==> src/rtl/id_ex_hazard_ctrl_if.sv <==
// Decode/EX hazard inputs and front-end/ID-EX control outputs of the hazard controller.
// The controller binds to the slave side; the pipeline (or a bench) drives the master side.
interface id_ex_hazard_ctrl_if #(
  parameter int ADDR_W = 16,
  parameter int CNT_W  = 16
);
  logic [ADDR_W-1:0] IDRs1;
  logic [ADDR_W-1:0] IDRs2;
  logic              IDUsesRs2;
  logic              EXMemRead;
  logic [ADDR_W-1:0] EXRd;
  logic              EXBranchTaken;
  logic              MemBusy;
  logic              CntClear;
  logic              PCWrite;
  logic              IFIDWrite;
  logic              IFIDFlush;
  logic              IDEXWrite;
  logic              IDEXFlush;
  logic [1:0]        State;
  logic [CNT_W-1:0]  StallCount;
  logic [CNT_W-1:0]  FlushCount;

  modport master (
    output IDRs1, IDRs2, IDUsesRs2, EXMemRead, EXRd, EXBranchTaken, MemBusy, CntClear,
    input  PCWrite, IFIDWrite, IFIDFlush, IDEXWrite, IDEXFlush, State, StallCount, FlushCount
  );

  modport slave (
    input  IDRs1, IDRs2, IDUsesRs2, EXMemRead, EXRd, EXBranchTaken, MemBusy, CntClear,
    output PCWrite, IFIDWrite, IFIDFlush, IDEXWrite, IDEXFlush, State, StallCount, FlushCount
  );
endinterface

==> src/rtl/id_ex_hazard_ctrl.sv <==
// ID/EX hazard controller: load-use bubbles, taken-branch flushes, memory-busy freeze,
// and saturating stall/flush event counters. Outputs are Mealy on the registered state.
module id_ex_hazard_ctrl #(
  parameter int ADDR_W       = 16,
  parameter int LOAD_STALL   = 1,
  parameter int FLUSH_CYCLES = 1,
  parameter int CNT_W        = 16
) (
  input  logic                 CLK,
  input  logic                 Reset,
  id_ex_hazard_ctrl_if.slave   bus
);

  localparam int CMAX  = (LOAD_STALL > FLUSH_CYCLES) ? LOAD_STALL : FLUSH_CYCLES;
  localparam int CTR_W = (CMAX < 2) ? 1 : $clog2(CMAX);

  typedef enum logic [1:0] {RUN = 2'd0, STALL = 2'd1, FLUSH = 2'd2, MEMWAIT = 2'd3} state_e;

  state_e           state_q, state_d, sav_q, sav_d;
  logic [CTR_W-1:0] ctr_q, ctr_d;
  logic [CNT_W-1:0] stall_cnt_q, stall_cnt_d, flush_cnt_q, flush_cnt_d;

  logic hz, freeze, do_stall, do_flush;
  logic pc_w, ifid_w, ifid_fl, idex_w, idex_fl;

  always_comb begin
    hz = bus.EXMemRead && (bus.EXRd != '0) &&
         ((bus.EXRd == bus.IDRs1) || (bus.IDUsesRs2 && (bus.EXRd == bus.IDRs2)));
    freeze   = 1'b0;
    do_stall = 1'b0;
    do_flush = 1'b0;
    state_d  = state_q;
    ctr_d    = ctr_q;
    sav_d    = sav_q;

    case (state_q)
      RUN: begin
        if (bus.MemBusy) begin
          freeze  = 1'b1;
          sav_d   = RUN;
          state_d = MEMWAIT;
        end else if (bus.EXBranchTaken) begin
          do_flush = 1'b1;
          if (FLUSH_CYCLES > 1) begin
            state_d = FLUSH;
            ctr_d   = CTR_W'(FLUSH_CYCLES - 1);
          end
        end else if (hz) begin
          do_stall = 1'b1;
          if (LOAD_STALL > 1) begin
            state_d = STALL;
            ctr_d   = CTR_W'(LOAD_STALL - 1);
          end
        end
      end
      STALL, FLUSH: begin
        // ctr is held across a memory freeze so the remaining bubbles/flushes resume intact
        if (bus.MemBusy) begin
          freeze  = 1'b1;
          sav_d   = state_q;
          state_d = MEMWAIT;
        end else begin
          do_stall = (state_q == STALL);
          do_flush = (state_q == FLUSH);
          ctr_d    = ctr_q - CTR_W'(1);
          if (ctr_q == CTR_W'(1)) state_d = RUN;
        end
      end
      default: begin
        // the exit cycle stays frozen too; the held pipeline re-presents its work afterwards
        freeze = 1'b1;
        if (!bus.MemBusy) state_d = sav_q;
      end
    endcase

    pc_w    = 1'b1;
    ifid_w  = 1'b1;
    idex_w  = 1'b1;
    ifid_fl = 1'b0;
    idex_fl = 1'b0;
    if (freeze) begin
      pc_w   = 1'b0;
      ifid_w = 1'b0;
      idex_w = 1'b0;
    end else if (do_flush) begin
      ifid_fl = 1'b1;
      idex_fl = 1'b1;
    end else if (do_stall) begin
      pc_w    = 1'b0;
      ifid_w  = 1'b0;
      idex_fl = 1'b1;
    end
    if (!Reset) begin
      pc_w    = 1'b0;
      ifid_w  = 1'b0;
      idex_w  = 1'b0;
      ifid_fl = 1'b1;
      idex_fl = 1'b1;
    end

    stall_cnt_d = stall_cnt_q;
    flush_cnt_d = flush_cnt_q;
    if (bus.CntClear) begin
      stall_cnt_d = '0;
      flush_cnt_d = '0;
    end else begin
      if (!pc_w && !(&stall_cnt_q))  stall_cnt_d = stall_cnt_q + CNT_W'(1);
      if (ifid_fl && !(&flush_cnt_q)) flush_cnt_d = flush_cnt_q + CNT_W'(1);
    end
  end

  always_ff @(posedge CLK) begin
    if (!Reset) begin
      state_q     <= RUN;
      ctr_q       <= '0;
      sav_q       <= RUN;
      stall_cnt_q <= '0;
      flush_cnt_q <= '0;
    end else begin
      state_q     <= state_d;
      ctr_q       <= ctr_d;
      sav_q       <= sav_d;
      stall_cnt_q <= stall_cnt_d;
      flush_cnt_q <= flush_cnt_d;
    end
  end

  assign bus.PCWrite    = pc_w;
  assign bus.IFIDWrite  = ifid_w;
  assign bus.IFIDFlush  = ifid_fl;
  assign bus.IDEXWrite  = idex_w;
  assign bus.IDEXFlush  = idex_fl;
  assign bus.State      = state_q;
  assign bus.StallCount = stall_cnt_q;
  assign bus.FlushCount = flush_cnt_q;

endmodule

==> src/flat_wrapper.sv <==
// flat-port wrapper written by rule: the top's interface ports become plain ports
module id_ex_hazard_ctrl_flat 
#(
  parameter int ADDR_W       = 16,
  parameter int LOAD_STALL   = 1,
  parameter int FLUSH_CYCLES = 1,
  parameter int CNT_W        = 16
)
  (CLK, Reset, bus_IDRs1, bus_IDRs2, bus_IDUsesRs2, bus_EXMemRead, bus_EXRd, bus_EXBranchTaken, bus_MemBusy, bus_CntClear, bus_PCWrite, bus_IFIDWrite, bus_IFIDFlush, bus_IDEXWrite, bus_IDEXFlush, bus_State, bus_StallCount, bus_FlushCount);
  id_ex_hazard_ctrl_if #(.ADDR_W(ADDR_W), .CNT_W(CNT_W)) bus_i ();
  input  logic CLK;
  input  logic Reset;
  input wire logic [$bits(bus_i.IDRs1)-1:0] bus_IDRs1;
  input wire logic [$bits(bus_i.IDRs2)-1:0] bus_IDRs2;
  input wire logic [$bits(bus_i.IDUsesRs2)-1:0] bus_IDUsesRs2;
  input wire logic [$bits(bus_i.EXMemRead)-1:0] bus_EXMemRead;
  input wire logic [$bits(bus_i.EXRd)-1:0] bus_EXRd;
  input wire logic [$bits(bus_i.EXBranchTaken)-1:0] bus_EXBranchTaken;
  input wire logic [$bits(bus_i.MemBusy)-1:0] bus_MemBusy;
  input wire logic [$bits(bus_i.CntClear)-1:0] bus_CntClear;
  output wire logic [$bits(bus_i.PCWrite)-1:0] bus_PCWrite;
  output wire logic [$bits(bus_i.IFIDWrite)-1:0] bus_IFIDWrite;
  output wire logic [$bits(bus_i.IFIDFlush)-1:0] bus_IFIDFlush;
  output wire logic [$bits(bus_i.IDEXWrite)-1:0] bus_IDEXWrite;
  output wire logic [$bits(bus_i.IDEXFlush)-1:0] bus_IDEXFlush;
  output wire logic [$bits(bus_i.State)-1:0] bus_State;
  output wire logic [$bits(bus_i.StallCount)-1:0] bus_StallCount;
  output wire logic [$bits(bus_i.FlushCount)-1:0] bus_FlushCount;
  assign bus_i.IDRs1 = bus_IDRs1;
  assign bus_i.IDRs2 = bus_IDRs2;
  assign bus_i.IDUsesRs2 = bus_IDUsesRs2;
  assign bus_i.EXMemRead = bus_EXMemRead;
  assign bus_i.EXRd = bus_EXRd;
  assign bus_i.EXBranchTaken = bus_EXBranchTaken;
  assign bus_i.MemBusy = bus_MemBusy;
  assign bus_i.CntClear = bus_CntClear;
  assign bus_PCWrite = bus_i.PCWrite;
  assign bus_IFIDWrite = bus_i.IFIDWrite;
  assign bus_IFIDFlush = bus_i.IFIDFlush;
  assign bus_IDEXWrite = bus_i.IDEXWrite;
  assign bus_IDEXFlush = bus_i.IDEXFlush;
  assign bus_State = bus_i.State;
  assign bus_StallCount = bus_i.StallCount;
  assign bus_FlushCount = bus_i.FlushCount;
  id_ex_hazard_ctrl #(.ADDR_W(ADDR_W), .LOAD_STALL(LOAD_STALL), .FLUSH_CYCLES(FLUSH_CYCLES), .CNT_W(CNT_W)) u_core (.CLK(CLK), .Reset(Reset), .bus(bus_i));
endmodule
==> config.mk <==
export PLATFORM = sky130hd
export DESIGN_NAME = id_ex_hazard_ctrl_flat
export DESIGN_NICKNAME = d
export VERILOG_FILES = /design/src/rtl/id_ex_hazard_ctrl_if.sv /design/src/rtl/id_ex_hazard_ctrl.sv /design/src/flat_wrapper.sv
export SDC_FILE = /design/constraint.sdc
export NUM_CORES = 1
export LEC_CHECK = 0
export CELL_PAD_IN_SITES_DETAIL_PLACEMENT = 0
export CELL_PAD_IN_SITES_GLOBAL_PLACEMENT = 1
export CORE_MARGIN = 5
export CORE_UTILIZATION = 28
export CTS_CLUSTER_SIZE = 20
export DETAILED_ROUTE_END_ITERATION = 7
export PLACE_DENSITY_LB_ADDON = 0.1
export SYNTH_ARGS = -nofsm -noshare
export SYNTH_HDL_FRONTEND = slang
export SYNTH_SLANG_ARGS = --single-unit
==> constraint.sdc <==
create_clock -name CLK -period 2.39 [get_ports CLK]
set_input_delay 0.5975 -clock CLK [delete_from_list [all_inputs] [get_ports CLK]]
set_output_delay 0.5975 -clock CLK [all_outputs]
set_load 0.01 [all_outputs]
==> results of run 1 <==
-- power breakdown --
group          internal (mW)  leakage, nW  switching (mW)
clock network          0.202       0.0450           0.228
logic                  0.406         1.14           0.371
registers              0.649        0.299          0.0229
total                   1.26         1.49           0.622
-- state kept, by name, summed over array words and instances, names as in the netlist --
name / cells
u_core.bus.StallCount: 16
u_core.bus.State: 2
u_core.sav_q: 2
u_core.ctr_q: 1
u_core.bus.FlushCount: 16
-- placed cells by master (no fill, tap or decap), types with 9 or more instances in the layout --
cell type         n
a21oi_1          12
buf_2            14
buf_4            35
clkbuf_2         14
clkdlybuf4s15_1   9
clkdlybuf4s50_1  37
dfxtp_1          37
dlygate4sd2_1    12
nand2_1          22
nand3_1          10
nand4_1          11
nor2_1           25
nor4_2           10
o21ai_0          10
xor2_1           34
-- cell usage after synthesis (3+ instances only) --
cell      number  area share [%]
a21oi_1       16             3.4
and2_1         3            0.80
and3_1         7             1.9
and4_1         3             1.1
clkbuf_1       4            0.64
dfxtp_1       37              32
ha_1           7             3.7
inv_1          6            0.96
nand2_1       23             3.7
nand3_1       10             2.1
nand4_1       11             2.9
nor2_1        25             4.0
nor2b_1        4             1.1
nor3_1         3            0.64
nor4_1         9             2.4
nor4_2         3             1.6
o211ai_1       5             1.6
o21ai_0       11             2.3
o31ai_1        3            0.96
or3_1          7             1.9
or4_1          7             2.2
xnor2_1        7             2.6
xor2_1        41              15
-- final timing paths --
kind / depth (start not counted) / slack (ns) / to / startpoint
max: 10 / -0.18 / bus_IDEXFlush / bus_EXRd[12]
min: 2 / 0.51 / u_core.bus.StallCount[5] / u_core.bus.StallCount[5]
max reg2reg: 10 / -0.01 / u_core.bus.FlushCount[12] / u_core.bus.State[0]
min reg2reg: 2 / 0.51 / u_core.bus.StallCount[5] / u_core.bus.StallCount[5]
-- metal layers --
| layer | wire (um) | global-route usage, % |
|---|---|---|
| met1 | 3620 | 19.5 |
| met2 | 3470 | 23.8 |
| met3 | 424 | 3.37 |
| met4 | 63 | 3.37 |
| met5 | 0 | 0 |
-- cell families (layout without fill, tap and decap cells) --
logic type      count (synthesis)  in the layout  synth area share (%)
compound gates                 46             48                  12.5
flops                          37             37                  31.6
fa+ha+maj                       7              7                  3.74
mux                             4              4                  1.81
xor+xnor                       48             48                  17.9
simple gates                  121            121                  28.4
buf+inv                        17            145                  4.06
-- worst reg2reg max path: stages (launching register included) --
cell and delay (ns):
dfxtp_1 0.31, buf_4 0.16, ha_1 0.21, buf_4 0.17, o41ai_2 0.43, buf_4 0.18, o41a_2 0.16, and4_1 0.33
nand4_1 0.15, xor2_1 0.14, nor2_1 0.05
-- layout make-up --
| class | count | area [um2] |
|---|---|---|
| Clock buffer | 6 | 72.6 |
| Clock inverter | 2 | 10.0 |
| Fill cell | 890 | 4420 |
| Inverter | 6 | 22.5 |
| Multi-Input combinational cell | 228 | 1690 |
| Sequential cell | 37 | 741 |
| Tap cell | 105 | 131 |
| Timing Repair Buffer | 131 | 1090 |
-- timing repair --
item	CTS	global route
setup endpoints to repair	33	31
gates resized for setup	146	55
endpoints found under the hold margin	0	0
buffers inserted	3	1
pin swaps	37	27
gates cloned	2	0
==> impl_metrics.toml, run 1 <==
[status]
outcome = "finished, violations left"
violations = "setup timing"

[timing]
holdWs_ns = 0.508
finalSetupTns_ns = -0.645
drv_slew = 0
timing.final.crit_period_ns = 2.57
final-setup-viol-count = 7
final_ws_setup_ns = -0.184
timing.final.crit_share_pct = 108
hold_violations = 0
worst_margin_pin_slew_ns = 0.380
relSlewSlack_pct = 74.5
fin_skew_ns = 0.00648
max_freq_mhz = 389
rsz_0062_raised_after_global_routing = "true"

[power_and_ir_drop]
totalPowerFinal_mw = 1.88
power_density_mw_per_mm2 = 501
power.ir.vdd_worst_uv = 216
power_leakage_nw = 1.49

[setup_path]
critPathBufInv = 3
critPathMaxFanout = 3
arrival_time_of_data_at_the_critical_path_endpoint_ns = 1.98
timing.critical_path.cells = "buf_2 -> buf_4 -> xor2_1 -> nor3_1 -> nand3_1 -> o22a_1 -> a31oi_1 -> nand2_1 -> nand2_1 -> buf_2"
setup.worst_path.class = "input port to primary output"
cp_slowest_stage_delay_ns = 0.23
req_time_crit_path_ns = 1.79
cpMaxStageDelayCell = "o22a_1"
critical_path.startpoint_type = "input port"
timing.critical_path.to_type = "primary output"
timing.critical_path.max_delay_family = "simple AND/OR/NAND/NOR gates"

[synthesis]
mappedNetlistNets = 342
synth.cell_area_mm2 = 0.00234
netlist-cell-type-count = 45
synth-async-reset-ratio_pct = 0
synthCells = 280
synth_seq_area_share_pct = 31.6
synth_area_per_cell_um2 = 8.37
synth-seq-cells = 37
ys_warn_count = 0
ys.flop_type = "dfxtp_1"
synth_enable_flop_cells = 0

[global_routing]
grt-ovfl-total = 0
global_route.usage.total_pct = 14.6
grt_pass1_vias = 2419
antenna_found_initial = 0
grt_max_degree = 13
grt_pass1_wl_mm = 12.1

[floorplanning]
floorplan.die.width_um = 102
die_area_mm2 = 0.0103
floorplan.initialDensity_pct = 28.7
core.rowCount = 33
chipHeight_um = 102
core_box_area_mm2 = 0.00818
design.portCount = 94

[cts]
cts_tree = "built"
holdBufCountCts = 0
cts.sinks = 37
clock_tree.htree_level_count = 2
number_of_buffers_created_by_cts = 5
clk_pin_slew_worst_paths_ns = 0.08
cts-root-buf = "clkbuf_8"
cts-root-to-sink-buffers = 2
worstSkewPairLatency_ns = 0.28

[routing]
vias = 2459
antenna_left = 0
routed_wirelength_mm = 7.58
first_pass_iters = 4
drt_iter0_drc = 29
wl_per_cell_um = 14.7
via_per_inst = 4.77
drc = 0

[worst_hold_path]
timing.hold.worst.class = "flip-flop to flip-flop"

[placed_design]
finalWeightedCongestion = 0.769
dp_worst_setup_slack_ns = -1.08
io_buffer_count = 93
place_area_mm2 = 0.00360
place.detailed.instances = 502
dp.final_hpwl_mm = 5.67

[final_layout]
finish.utilization_pct = 45.9
final_cells = 515
diodes = 0
post-route-cell-area_mm2 = 0.00375
drive_gt1_share_pct = 28.0
nets = 471
synthToLayoutAreaGrowth_pct = 60.0

[run]
maxCapViolations = 0
No activity file was read; power rests on OpenSTA's default activity.
==> run 2: changes to the inputs <==
CORE_UTILIZATION = 31   (was 28)
clock period = 2.7 ns   (was 2.39 ns; I/O delays follow)
==> run 2 against run 1 <==
The run still ends with setup timing left. Non-clock buffer count decreased by 1. Sequential cell count unchanged. Register-to-register slack improved by 0.24 ns. Cell area decreased by 0.47%. Global-route usage increased by 1.4 points. Clock power decreased by 3%. Sequential share of layout area increased by 0.093 points. Via count increased by 0.24%. Worst setup slack improved by 0.10 ns. Sequential power decreased by 11%. Critical endpoint unchanged. Largest cell class unchanged.
==> impl_metrics.toml, run 2 (same netlist as run 1, synthesis figures left out) <==
[status]
outcome = "finished, violations left"
violations = "setup timing"

[floorplanning]
floorplan.initialDensity_pct = 32.2
floorplan.die.width_um = 97.0
chipHeight_um = 97.0
design.portCount = 94
core_box_area_mm2 = 0.00729
die_area_mm2 = 0.00940
core.rowCount = 31

[setup_path]
timing.critical_path.to_type = "primary output"
cpMaxStageDelayCell = "nor4bb_4"
cell_type_with_the_highest_occurrence_count_on_the_critical_path = "nand2_1"
critPathBufInv = 3
r2r_setup_slack_ns = 0.23
timing.critical_path.max_delay_family = "buffers and inverters"
worst_r2r_path_depth = 12
worst_setup_path_startpoint = "bus_EXBranchTaken"
arrival_time_of_data_at_the_critical_path_endpoint_ns = 2.11
critical_path.startpoint_type = "input port"
critPathMaxFanout = 3
timing.critical_path.cells = "dlygate4sd2_1 -> nor4bb_4 -> buf_4 -> nand4_1 -> o22a_1 -> a31oi_1 -> nand2_1 -> nand2_1 -> buf_2"
regToRegEndpoint = "u_core.bus.FlushCount[12]"
req_time_crit_path_ns = 2.03
r2r-start = "u_core.bus.State[0]"
critical_path_depth = 9
cp_slowest_stage_delay_ns = 0.28
setup.worst_path.class = "input port to primary output"

[timing]
final-setup-viol-count = 1
worst_margin_pin_slew_ns = 0.338
drv_slew = 0
rsz_0062_raised_after_global_routing = "true"
max_freq_mhz = 359
timing.final.crit_period_ns = 2.78
final_ws_setup_ns = -0.0833
timing.final.crit_share_pct = 103
hold_violations = 0
fin_skew_ns = 0.00917
relSlewSlack_pct = 77.3

[routing]
antenna_left = 0
vias = 2465
via_per_inst = 4.85
routed_wirelength_mm = 7.54
drc = 0
drt_iter0_drc = 95
wl_per_cell_um = 14.8
first_pass_iters = 4

[global_routing]
grt-ovfl-total = 0
grt_pass1_vias = 2370
global_route.usage.total_pct = 15.9
antenna_found_initial = 0
grt_max_degree = 25
grt_pass1_wl_mm = 12.4

[worst_hold_path]
hold-path-cell-count = 2
timing.hold.worst.class = "flip-flop to flip-flop"
hold_path_startpoint = "u_core.bus.StallCount[5]"
min_to = "u_core.bus.StallCount[5]"

[cts]
cts.sinks = 37
clk_pin_slew_worst_paths_ns = 0.07
clock_tree.htree_level_count = 2
number_of_buffers_created_by_cts = 5
worstSkewPairLatency_ns = 0.29
holdBufCountCts = 0
cts_tree = "built"
cts-root-to-sink-buffers = 2
cts-root-buf = "clkbuf_8"

[final_layout]
layout_common_cells = "xor2_1 (38), clkdlybuf4s50_1 (37), dfxtp_1 (37)"
synthToLayoutAreaGrowth_pct = 59.2
mostFrequentLayoutCell = "xor2_1"
drive_gt1_share_pct = 24.0
nets = 470
post-route-cell-area_mm2 = 0.00373
diodes = 0

[power_and_ir_drop]
power_switching_mw = 0.551
power_density_mw_per_mm2 = 449
power_leakage_nw = 1.48
netSwitchingFraction_pct = 32.9
totalPowerFinal_mw = 1.68
combinationalPowerShare_pct = 39.5
power.clock.fraction_pct = 24.9
internal_power_mw = 1.12
power.ir.vdd_worst_uv = 229
sequentialPowerShare_pct = 35.6

[placed_design]
finalWeightedCongestion = 0.817
dp.final_hpwl_mm = 5.60
place_area_mm2 = 0.00358
io_buffer_count = 93

[run]
maxCapViolations = 0
run 2: final cells by class:
class	count	area, um2
multi-input combinational	228	1640
inverter	6	22.5
clock buffer	6	82.6
fill	745	3560
clock inverter	2	13.8
tap	99	124
sequential	37	741
timing repair buffer	130	1110
run 2: worst max path at each step:
stage	endpoint	slack (ns)
final	bus_IDEXFlush	-0.08
after global routing	bus_IDEXFlush	-0.17
after CTS	bus_IDEXFlush	-0.13
after detailed placement	bus_IFIDWrite	-0.91
after global placement	bus_IFIDWrite	-0.88
after floorplan	bus_PCWrite	0.17
run 2: power by group through the flow:
stage / registers, mW / clock network (mW) / logic, mW
6_report: 0.596 / 0.417 / 0.662
5_1_grt: 0.602 / 0.454 / 0.727
4_1_cts: 0.596 / 0.427 / 0.638
3_5_place_dp: 0.608 / 0 / 0.638
3_3_place_gp: 0.609 / 0 / 0.638
2_1_floorplan: 0.627 / 0 / 0.292
run 2: per-stage QoR:
step / instances / hold WS (ns) / setup WS, ns / util [%] / TNS [ns]
2_1_floorplan: 280 / 0.498 / 0.166 / - / 0
3_5_place_dp: 495 / 0.496 / -0.910 / 49.1 / -11.64
4_1_cts: 506 / 0.509 / -0.132 / 50.7 / -0.186
5_1_grt: 508 / 0.522 / -0.166 / 51.2 / -0.315
6_report: 508 / 0.506 / -0.0833 / 51.2 / -0.0833
3_3_place_gp: 495 / 0.485 / -0.884 / 49.1 / -11.84
run 2: worst reg2reg max path: cells and delay by family (launching register included):
kind	cells	cell delay (ns)
flip-flops	1	0.31
buffers and inverters	5	0.67
AO/OA/AOI/OAI	2	0.49
AND/OR/NAND/NOR	3	0.52
XOR/XNOR	1	0.14
adder cells (fa/ha/maj)	1	0.22
run 2: what timing repair did:
item                       4_1_cts  5_1_grt
buffers inserted                 3        1
gates cloned                     0        2
resized for setup              141       23
pin swaps                       25       20
setup endpoints to repair       16       15
run 2: layer usage:
layer	global-route usage, %	vias to the layer above	share of wire (%)
li1	-	1258	-
met1	21.8	1135	50
met2	25.0	67	45
met3	3.96	5	4.4
met4	3.89	0	0.97
met5	0	-	0
